[config.mk]
export PLATFORM = sky130hd
export DESIGN_NAME = decoder_scan_flat
export DESIGN_NICKNAME = d
export VERILOG_FILES = /design/src/rtl/decoder_scan_if.sv /design/src/rtl/decoder_scan.sv /design/src/flat_wrapper.sv
export SDC_FILE = /design/constraint.sdc
export NUM_CORES = 1
export LEC_CHECK = 0
export BUFFER_PORTS_ARGS = -buffer_cell sky130_fd_sc_hd__buf_2
export CAP_MARGIN = 20
export CELL_PAD_IN_SITES_DETAIL_PLACEMENT = 0
export CELL_PAD_IN_SITES_GLOBAL_PLACEMENT = 1
export CORE_UTILIZATION = 44
export CTS_CLUSTER_SIZE = 20
export DETAILED_ROUTE_END_ITERATION = 8
export GPL_ROUTABILITY_DRIVEN = 1
export PLACE_DENSITY_LB_ADDON = 0.1
export SLEW_MARGIN = 20
export SYNTH_ARGS = -nofsm -noshare
export SYNTH_HDL_FRONTEND = slang
export SYNTH_SLANG_ARGS = --single-unit
[constraint.sdc]
create_clock -name clk -period 2.8 [get_ports clk]
set_clock_uncertainty 0.15 [all_clocks]
set_input_delay 0.56 -clock clk [delete_from_list [all_inputs] [get_ports clk]]
set_output_delay 0.56 -clock clk [all_outputs]
set_load 0.01 [all_outputs]
[src/rtl/decoder_scan_if.sv]
// Control/status bundle for decoder_scan: the driver (master) supplies the
// mode and select inputs and the decoder (slave) returns the one-hot strobe.
interface decoder_scan_if #(
  parameter int SEL_W   = 4,
  parameter int DWELL_W = 8
);
  localparam int N = 1 << SEL_W;

  logic               i_enable;
  logic               i_mode;
  logic               i_single;
  logic [SEL_W-1:0]   i_in;
  logic [DWELL_W-1:0] i_dwell;
  logic [N-1:0]       o_out;
  logic [SEL_W-1:0]   o_index;
  logic               o_wrap;
  logic               o_busy;

  modport master (
    output i_enable, i_mode, i_single, i_in, i_dwell,
    input  o_out, o_index, o_wrap, o_busy
  );

  modport slave (
    input  i_enable, i_mode, i_single, i_in, i_dwell,
    output o_out, o_index, o_wrap, o_busy
  );
endinterface

[src/rtl/decoder_scan.sv]
// Registered binary-to-one-hot decoder with a scan sequencer that walks the
// strobe across all lines, holding each for a latched dwell time.
//
// state     | meaning
// ST_DIRECT | out decodes i_in (gated by enable)
// ST_SCAN   | sequencer walks lines, busy high, pauses while enable low
// ST_DONE   | single pass finished; out low until mode drops
module decoder_scan #(
  parameter int SEL_W   = 4,
  parameter int DWELL_W = 8
) (
  input  logic          clk,
  input  logic          rst_n,
  decoder_scan_if.slave bus
);
  localparam int N = 1 << SEL_W;
  localparam logic [N-1:0]     ONE  = {{(N-1){1'b0}}, 1'b1};
  localparam logic [SEL_W-1:0] LAST = {SEL_W{1'b1}};

  typedef enum logic [1:0] {
    ST_DIRECT = 2'd0,
    ST_SCAN   = 2'd1,
    ST_DONE   = 2'd2
  } state_t;

  state_t             r_state;
  logic [N-1:0]       r_out;
  logic [SEL_W-1:0]   r_index;
  logic               r_wrap;
  logic               r_busy;
  logic [DWELL_W-1:0] r_cnt;
  logic [DWELL_W-1:0] r_dwell;

  logic [N-1:0]       w_direct_out;
  logic [SEL_W-1:0]   w_next_index;
  logic               w_line_done;

  assign w_direct_out = bus.i_enable ? (ONE << bus.i_in) : '0;
  assign w_next_index = r_index + {{(SEL_W-1){1'b0}}, 1'b1};
  assign w_line_done  = (r_cnt == r_dwell);

  always_ff @(posedge clk or negedge rst_n) begin
    if (!rst_n) begin
      r_state <= ST_DIRECT;
      r_out   <= '0;
      r_index <= '0;
      r_wrap  <= 1'b0;
      r_busy  <= 1'b0;
      r_cnt   <= '0;
      r_dwell <= '0;
    end else begin
      r_wrap <= 1'b0;
      case (r_state)
        ST_DIRECT: begin
          if (bus.i_mode) begin
            r_state <= ST_SCAN;
            r_busy  <= 1'b1;
            r_index <= '0;
            r_cnt   <= '0;
            r_dwell <= bus.i_dwell;
            r_out   <= bus.i_enable ? ONE : '0;
          end else begin
            r_out   <= w_direct_out;
            r_index <= bus.i_in;
          end
        end
        ST_SCAN: begin
          if (!bus.i_mode) begin
            r_state <= ST_DIRECT;
            r_busy  <= 1'b0;
            r_out   <= w_direct_out;
            r_index <= bus.i_in;
          end else if (!bus.i_enable) begin
            // paused: index and count hold so the line resumes where it left off
            r_out <= '0;
          end else if (!w_line_done) begin
            r_cnt <= r_cnt + {{(DWELL_W-1){1'b0}}, 1'b1};
            r_out <= ONE << r_index;
          end else begin
            r_cnt <= '0;
            if (r_index == LAST) begin
              r_wrap <= 1'b1;
              if (bus.i_single) begin
                r_state <= ST_DONE;
                r_busy  <= 1'b0;
                r_out   <= '0;
              end else begin
                r_index <= '0;
                r_out   <= ONE;
              end
            end else begin
              r_index <= w_next_index;
              r_out   <= ONE << w_next_index;
            end
          end
        end
        ST_DONE: begin
          if (!bus.i_mode) begin
            r_state <= ST_DIRECT;
            r_out   <= w_direct_out;
            r_index <= bus.i_in;
          end else begin
            r_out <= '0;
          end
        end
        default: begin
          r_state <= ST_DIRECT;
          r_busy  <= 1'b0;
          r_out   <= '0;
        end
      endcase
    end
  end

  assign bus.o_out   = r_out;
  assign bus.o_index = r_index;
  assign bus.o_wrap  = r_wrap;
  assign bus.o_busy  = r_busy;
endmodule
[src/flat_wrapper.sv]
// flat-port wrapper written by rule: the top's interface ports become plain ports
module decoder_scan_flat 
#(
  parameter int SEL_W   = 4,
  parameter int DWELL_W = 8
)
  (clk, rst_n, bus_i_enable, bus_i_mode, bus_i_single, bus_i_in, bus_i_dwell, bus_o_out, bus_o_index, bus_o_wrap, bus_o_busy);
  decoder_scan_if #(.SEL_W(SEL_W), .DWELL_W(DWELL_W)) bus_i ();
  input  logic clk;
  input  logic rst_n;
  input wire logic [$bits(bus_i.i_enable)-1:0] bus_i_enable;
  input wire logic [$bits(bus_i.i_mode)-1:0] bus_i_mode;
  input wire logic [$bits(bus_i.i_single)-1:0] bus_i_single;
  input wire logic [$bits(bus_i.i_in)-1:0] bus_i_in;
  input wire logic [$bits(bus_i.i_dwell)-1:0] bus_i_dwell;
  output wire logic [$bits(bus_i.o_out)-1:0] bus_o_out;
  output wire logic [$bits(bus_i.o_index)-1:0] bus_o_index;
  output wire logic [$bits(bus_i.o_wrap)-1:0] bus_o_wrap;
  output wire logic [$bits(bus_i.o_busy)-1:0] bus_o_busy;
  assign bus_i.i_enable = bus_i_enable;
  assign bus_i.i_mode = bus_i_mode;
  assign bus_i.i_single = bus_i_single;
  assign bus_i.i_in = bus_i_in;
  assign bus_i.i_dwell = bus_i_dwell;
  assign bus_o_out = bus_i.o_out;
  assign bus_o_index = bus_i.o_index;
  assign bus_o_wrap = bus_i.o_wrap;
  assign bus_o_busy = bus_i.o_busy;
  decoder_scan #(.SEL_W(SEL_W), .DWELL_W(DWELL_W)) u_core (.clk(clk), .rst_n(rst_n), .bus(bus_i));
endmodule
# --- Word level (Yosys, flattened, before mapping) ---
# Cells that the tools add are included.
totals:
  regBits: 40
  in_bits: 17
  output_inout_bits: 22
classes:
  n_addsub: 2
  n_eq_ne: 13
  shift: 3
  n_mux: 43
  bitwise_logic: 1
  n_reduce_logical: 8
op_table:
  columns: ["cell", "count"]
  rows:
  - ["16-bit two-way mux", 7]
  - ["16-bit one-hot mux with 3 select lines", 1]
  - ["1-bit by 4-bit left shift with 16-bit output (first input constant)", 3]
  - ["8-bit two-way mux", 4]
  - ["4-bit two-way mux", 7]
  - ["8-bit one-hot mux with 2 select lines", 1]
  - ["2-bit two-way mux", 7]
  - ["1-bit two-way mux", 13]
  - ["4-bit one-hot mux with 3 select lines", 1]
  - ["6-bit AND reduction", 2]
  - ["8-bit by 1-bit adder with 8-bit output (second input constant)", 1]
  - ["8-bit == test", 1]
  - ["2-bit inequality test (second input constant)", 4]
  - ["3-bit by 2-bit inequality test with 1-bit output (second input constant)", 2]
  - ["3-bit inequality test (second input constant)", 2]
  - ["2-bit one-hot mux with 3 select lines", 1]
  - ["5-bit AND reduction", 1]
  - ["4-bit by 1-bit adder with 4-bit output (second input constant)", 1]
  - ["4-bit == test (second input constant)", 1]
  - ["4-bit inequality test (second input constant)", 1]
  - ["4-bit AND reduction", 1]
  - ["1-bit one-hot mux with 3 select lines", 1]
  - ["3-bit nonzero test", 1]
  - ["2-bit by 1-bit == test with 1-bit output (second input constant)", 1]
  - ["other kinds (5)", 5]

# --- Longest topological paths before layout ---
depth:
  depth_word: 7
  depth_mapped: 8
  depth_no_buf: 7

# --- Worst setup path before layout ---
# Ideal clock, no wire load.
synth_path:
  path_kind: "reg2reg"
  start: "register u_core.r_index[2], in the netlist u_core.bus.o_index[2]"
  end: "register u_core.r_out[0], in the netlist u_core.bus.o_out[0]"
  arrival_time_ns: 2.040
  t_required_ns: 2.562
  path_slack_ns: 0.522
  path_stages_with_launch: 9
  path_buffers: 2
  period_less_slack_ns: 2.278
  path_cell_list: "dfrtp_1 > clkbuf_1 > inv_1 > ha_1 > clkdlybuf4s50_2 > nand3_1 > nor3_1 > o21ai_0 > a41oi_1"
synth_between:
  elab_chain_cells: 7
  word_cells_on_any_way: 9
  cone_classes: "add/sub (1); eq/ne (1); shift (2); mux (5)"
synth_lines:
  columns: ["element", "line", "source"]
  rows:
  - ["start: declaration", "decoder_scan.sv:28", "logic [SEL_W-1:0] r_index;"]
  - ["start signal: assignment", "decoder_scan.sv:64", "r_index <= bus.i_in;"]
  - ["start signal: assignment", "decoder_scan.sv:72", "r_index <= bus.i_in;"]
  - ["start signal: assignment", "decoder_scan.sv:92", "r_index <= w_next_index;"]
  - ["4-bit by 1-bit adder with 4-bit output", "decoder_scan.sv:39", "assign w_next_index = r_index + {{(SEL_W-1){1'b0}}, 1'b1};"]
  - ["1-bit by 4-bit left shift with 16-bit output", "decoder_scan.sv:93", "r_out <= ONE << w_next_index;"]
  - ["16-bit two-way mux", "decoder_scan.sv:81", "if (r_index == LAST) begin"]
  - ["16-bit two-way mux (*)", "decoder_scan.sv:76", "end else if (!w_line_done) begin"]
  - ["16-bit two-way mux (*)", "decoder_scan.sv:73", "end else if (!bus.i_enable) begin"]
  - ["16-bit two-way mux (*)", "decoder_scan.sv:68", "if (!bus.i_mode) begin"]
  - ["16-bit one-hot mux with 3 select lines (*)", "decoder_scan.sv:53", "case (r_state)"]
  - ["end signal: assignment", "decoder_scan.sv:61", "r_out <= bus.i_enable ? ONE : '0;"]
  - ["end signal: assignment", "decoder_scan.sv:71", "r_out <= w_direct_out;"]
  - ["end signal: assignment", "decoder_scan.sv:78", "r_out <= ONE << r_index;"]
  - ["end: declaration", "decoder_scan.sv:27", "logic [N-1:0] r_out;"]
# Mark *: on every way between the ends. The rest lies on a longest branch, timed or not.
# A chain may end at the register's enable or synchronous reset.

# --- Worst setup path after layout ---
layout_path:
  start: "register u_core.r_cnt[3]"
  end: "register u_core.r_out[1], in the netlist u_core.bus.o_out[1]"
layout_between:
  elab_chain_cells: 5
layout_lines:
  columns: ["element", "line", "source"]
  rows:
  - ["start: declaration", "decoder_scan.sv:31", "logic [DWELL_W-1:0] r_cnt;"]
  - ["start signal: assignment", "decoder_scan.sv:77", "r_cnt <= r_cnt + {{(DWELL_W-1){1'b0}}, 1'b1};"]
  - ["8-bit == test", "decoder_scan.sv:40", "assign w_line_done = (r_cnt == r_dwell);"]
  - ["16-bit two-way mux", "decoder_scan.sv:76", null]
  - ["16-bit two-way mux", "decoder_scan.sv:73", null]
  - ["16-bit two-way mux", "decoder_scan.sv:68", null]
  - ["16-bit one-hot mux with 3 select lines", "decoder_scan.sv:53", null]
# Every way passes these cells.

==> flow_metrics.tcl <==
set metrics [dict create \
    status "complete, no violations" \
    grt_pass1_vias 1962 \
    worst-path-max-fanout 10 \
    gr-total-overflow 0 \
    period_share 0.883 \
    crit_arrival_ns 2.49 \
    yosysSeqAreaShare 0.390 \
    cts-root-buf "clkbuf_8" \
    total_power_mw 2.54 \
    antenna_left 0 \
    synth-main-ff-cell "dfrtp_1" \
    worstMarginPinSlew_ns 0.881 \
    slowest_delay_ns 0.65 \
    ys_seq_elements 40 \
    routed_wl_um 6290 \
    cts_resized 0 \
    hold-worst-slack_ns 0.230 \
    max-slew-margin-rel 0.413 \
    place_hpwl_um 4500 \
    critPathKind "reg -> reg" \
    drc 0 \
    syn_area_mm2 0.00257 \
    clock_latency_ns 0.29 \
    path_cells "xor2_1, nor4_2, and2_1, a41oi_1, o31ai_1" \
    ios 39 \
    synth_edf_count 0 \
    postSynth.asyncResetShare 1.00 \
    fin_setup_tns_ns 0 \
    syn_nets 303 \
    reg2regPathDepth 5 \
    grt_pass1_wl_um 10300 \
    dr.first_iter.drc_count 92 \
    drive_gt1_frac 0.239 \
    rows 27 \
    dp_slack_ns 0.331 \
    slowest_stage "nor4_2" \
    avgViaCountPerCell 5.68 \
    max-cap-violations 0 \
    cp-end-kind "flop" \
    port_buffers 38 \
    die_w_um 78.4 \
    power_density_mw_per_mm2 882 \
    ir_worst_vdd_mv 0.425 \
    hp-class "in -> async" \
    vias 2164 \
    fp.dieH_um 78.4 \
    fmax_mhz 405 \
    stdcell_count 381 \
    hold_viol_final 0 \
    antenna_found_initial 0 \
    fin_nets 338 \
    synth-warning-count 0 \
    grt_usage 0.220 \
    drtPass1Iterations 4 \
    worstSetupStartpointType "flop" \
    period_needed_ns 2.47 \
    areaGrowthSynthToFinish_pct 12.0 \
    avgRoutedWirePerCell_um 16.5 \
    hold_buffers 0 \
    placed_cells 373 \
    synth_area_per_cell_um2 9.40 \
    synthDistinctLibCells 51 \
    gp_congestion 0.832 \
    setup_viol 0 \
    postCtsSetupRepairBufs 0 \
    required_ns 2.82 \
    coreArea_mm2 0.00557 \
    antennaDiodeCount 0 \
    rsz0062_at_grt "false" \
    start_util 0.460 \
    worst_slack_ns 0.329 \
    drv_slew 0 \
    synthCells 273 \
    clk_pin_slew_worst_paths_ns 0.09 \
    leakage_nw 1.33 \
    numCtsBuffers 5 \
    grt_max_degree 41 \
    clockBufferDepth 2 \
    cts_tree "built" \
    ctsHtreeMaxLevel 2 \
    cts_sinks 40 \
    floorplan.die_area_mm2 0.00614 \
]
Yosys cell counts, types with 2 or more instances:
master | count | area [um2]
a32oi_1 | 5 | 43.8
nor3b_1 | 2 | 15.0
nand3_1 | 24 | 120
nor4_2 | 2 | 25.0
o221ai_1 | 2 | 17.5
and3_1 | 3 | 18.8
nor2_1 | 17 | 63.8
mux2_2 | 9 | 101
ha_1 | 13 | 163
a41oi_1 | 3 | 26.3
o21ai_0 | 5 | 25.0
nor2b_1 | 3 | 18.8
o21a_1 | 2 | 15.0
buf_2 | 2 | 10.0
or2_2 | 3 | 18.8
nand3b_1 | 2 | 15.0
a22o_1 | 3 | 26.3
nand4_1 | 12 | 75.1
a21oi_1 | 16 | 80.1
and2b_2 | 2 | 17.5
nor3_1 | 5 | 25.0
buf_6 | 2 | 22.5
clkbuf_1 | 6 | 22.5
xor2_1 | 8 | 70.1
o31ai_1 | 2 | 15.0
nand2_1 | 26 | 97.6
and2_1 | 6 | 37.5
a22oi_1 | 6 | 45.0
o21ai_1 | 3 | 15.0
mux2i_1 | 3 | 30.0
inv_1 | 8 | 30.0
a31oi_1 | 10 | 62.6
dfrtp_1 | 40 | 1000
placed cells by master (no fill, tap or decap), drive strengths merged, types with 3 or more instances in the layout:
cell type  count
buf           44
dfrtp         40
nand2         27
nand3         24
nor2          17
a21oi         16
ha            13
nand4         12
a31oi         10
mux2          10
inv            8
xor2           8
o21ai          8
clkbuf         7
and2           7
a22oi          6
nor3           5
a32oi          5
nor2b          3
and3           3
mux2i          3
or2            3
a41oi          3
a22o           3
per-layer routing:
metal	share of wire	track usage	up-vias
met1	0.50	0.330	1014
li1	-	-	1071
met2	0.43	0.325	73
met3	0.060	0.0395	6
met4	0.0070	0.0574	0
met5	0	0	-
cells by family after synthesis:
logic type	Yosys count	share of synthesized area
compound gates	63	0.166
xor+xnor	8	0.0273
fa+ha+maj	13	0.0634
buf+inv	24	0.0678
flops	40	0.390
mux	13	0.0570
simple gates	112	0.228
final cells by class:
cell class	count	area, um2
Timing Repair Buffer	44	235
Clock inverter	1	30.0
Inverter	8	30.0
Tap cell	72	90.1
Multi-Input combinational cell	209	1390
Fill cell	546	2700
Sequential cell	40	1000
Clock buffer	7	96.3
critical path: cells and delay by family (launching register included):
family / cells / cell delay [ns]
simple gates: 2 / 1.11
compound gates: 2 / 0.47
flops: 1 / 0.45
xor+xnor: 1 / 0.17
stage by stage:
stage	area, um2	utilization
2_1_floorplan	2570	-
3_3_place_gp	2750	0.493
3_5_place_dp	2750	0.493
4_1_cts	2870	0.516
5_1_grt	2870	0.516
6_report	2870	0.516
report_power, final:
part / leakage, nW / internal, mW / total (mW) / switching (mW)
clock network: 0.0645 / 0.315 / 0.518 / 0.204
logic: 0.737 / 0.447 / 1.13 / 0.684
registers: 0.530 / 0.727 / 0.887 / 0.160
worst paths after layout:
check | endpoint | from | slack (ns)
worst min register to register | u_core.r_dwell[3]$_DFFE_PN0P_ | u_core.r_dwell[3]$_DFFE_PN0P_ | 0.38
worst max register to register | u_core.bus.o_out[1]$_DFF_PN0_ | u_core.r_cnt[3]$_DFFE_PN0P_ | 0.33
worst max-delay path | u_core.bus.o_out[1]$_DFF_PN0_ | u_core.r_cnt[3]$_DFFE_PN0P_ | 0.33
max in group asynchronous | u_core.r_cnt[3]$_DFFE_PN0P_ | rst_n | 1.71
min in group clk | u_core.r_dwell[0]$_DFFE_PN0P_ | bus_i_dwell[0] | 0.35
worst min-delay path | u_core.bus.o_out[13]$_DFF_PN0_ | rst_n | 0.23
registers in the layout, summed over array words and instances (netlist names):
signal              count
u_core.r_state          2
u_core.r_dwell          8
u_core.bus.o_out       16
u_core.bus.o_index      4
u_core.r_cnt            8
u_core.bus.o_wrap       1
u_core.bus.o_busy       1
(Power assumes the default switching activity.)
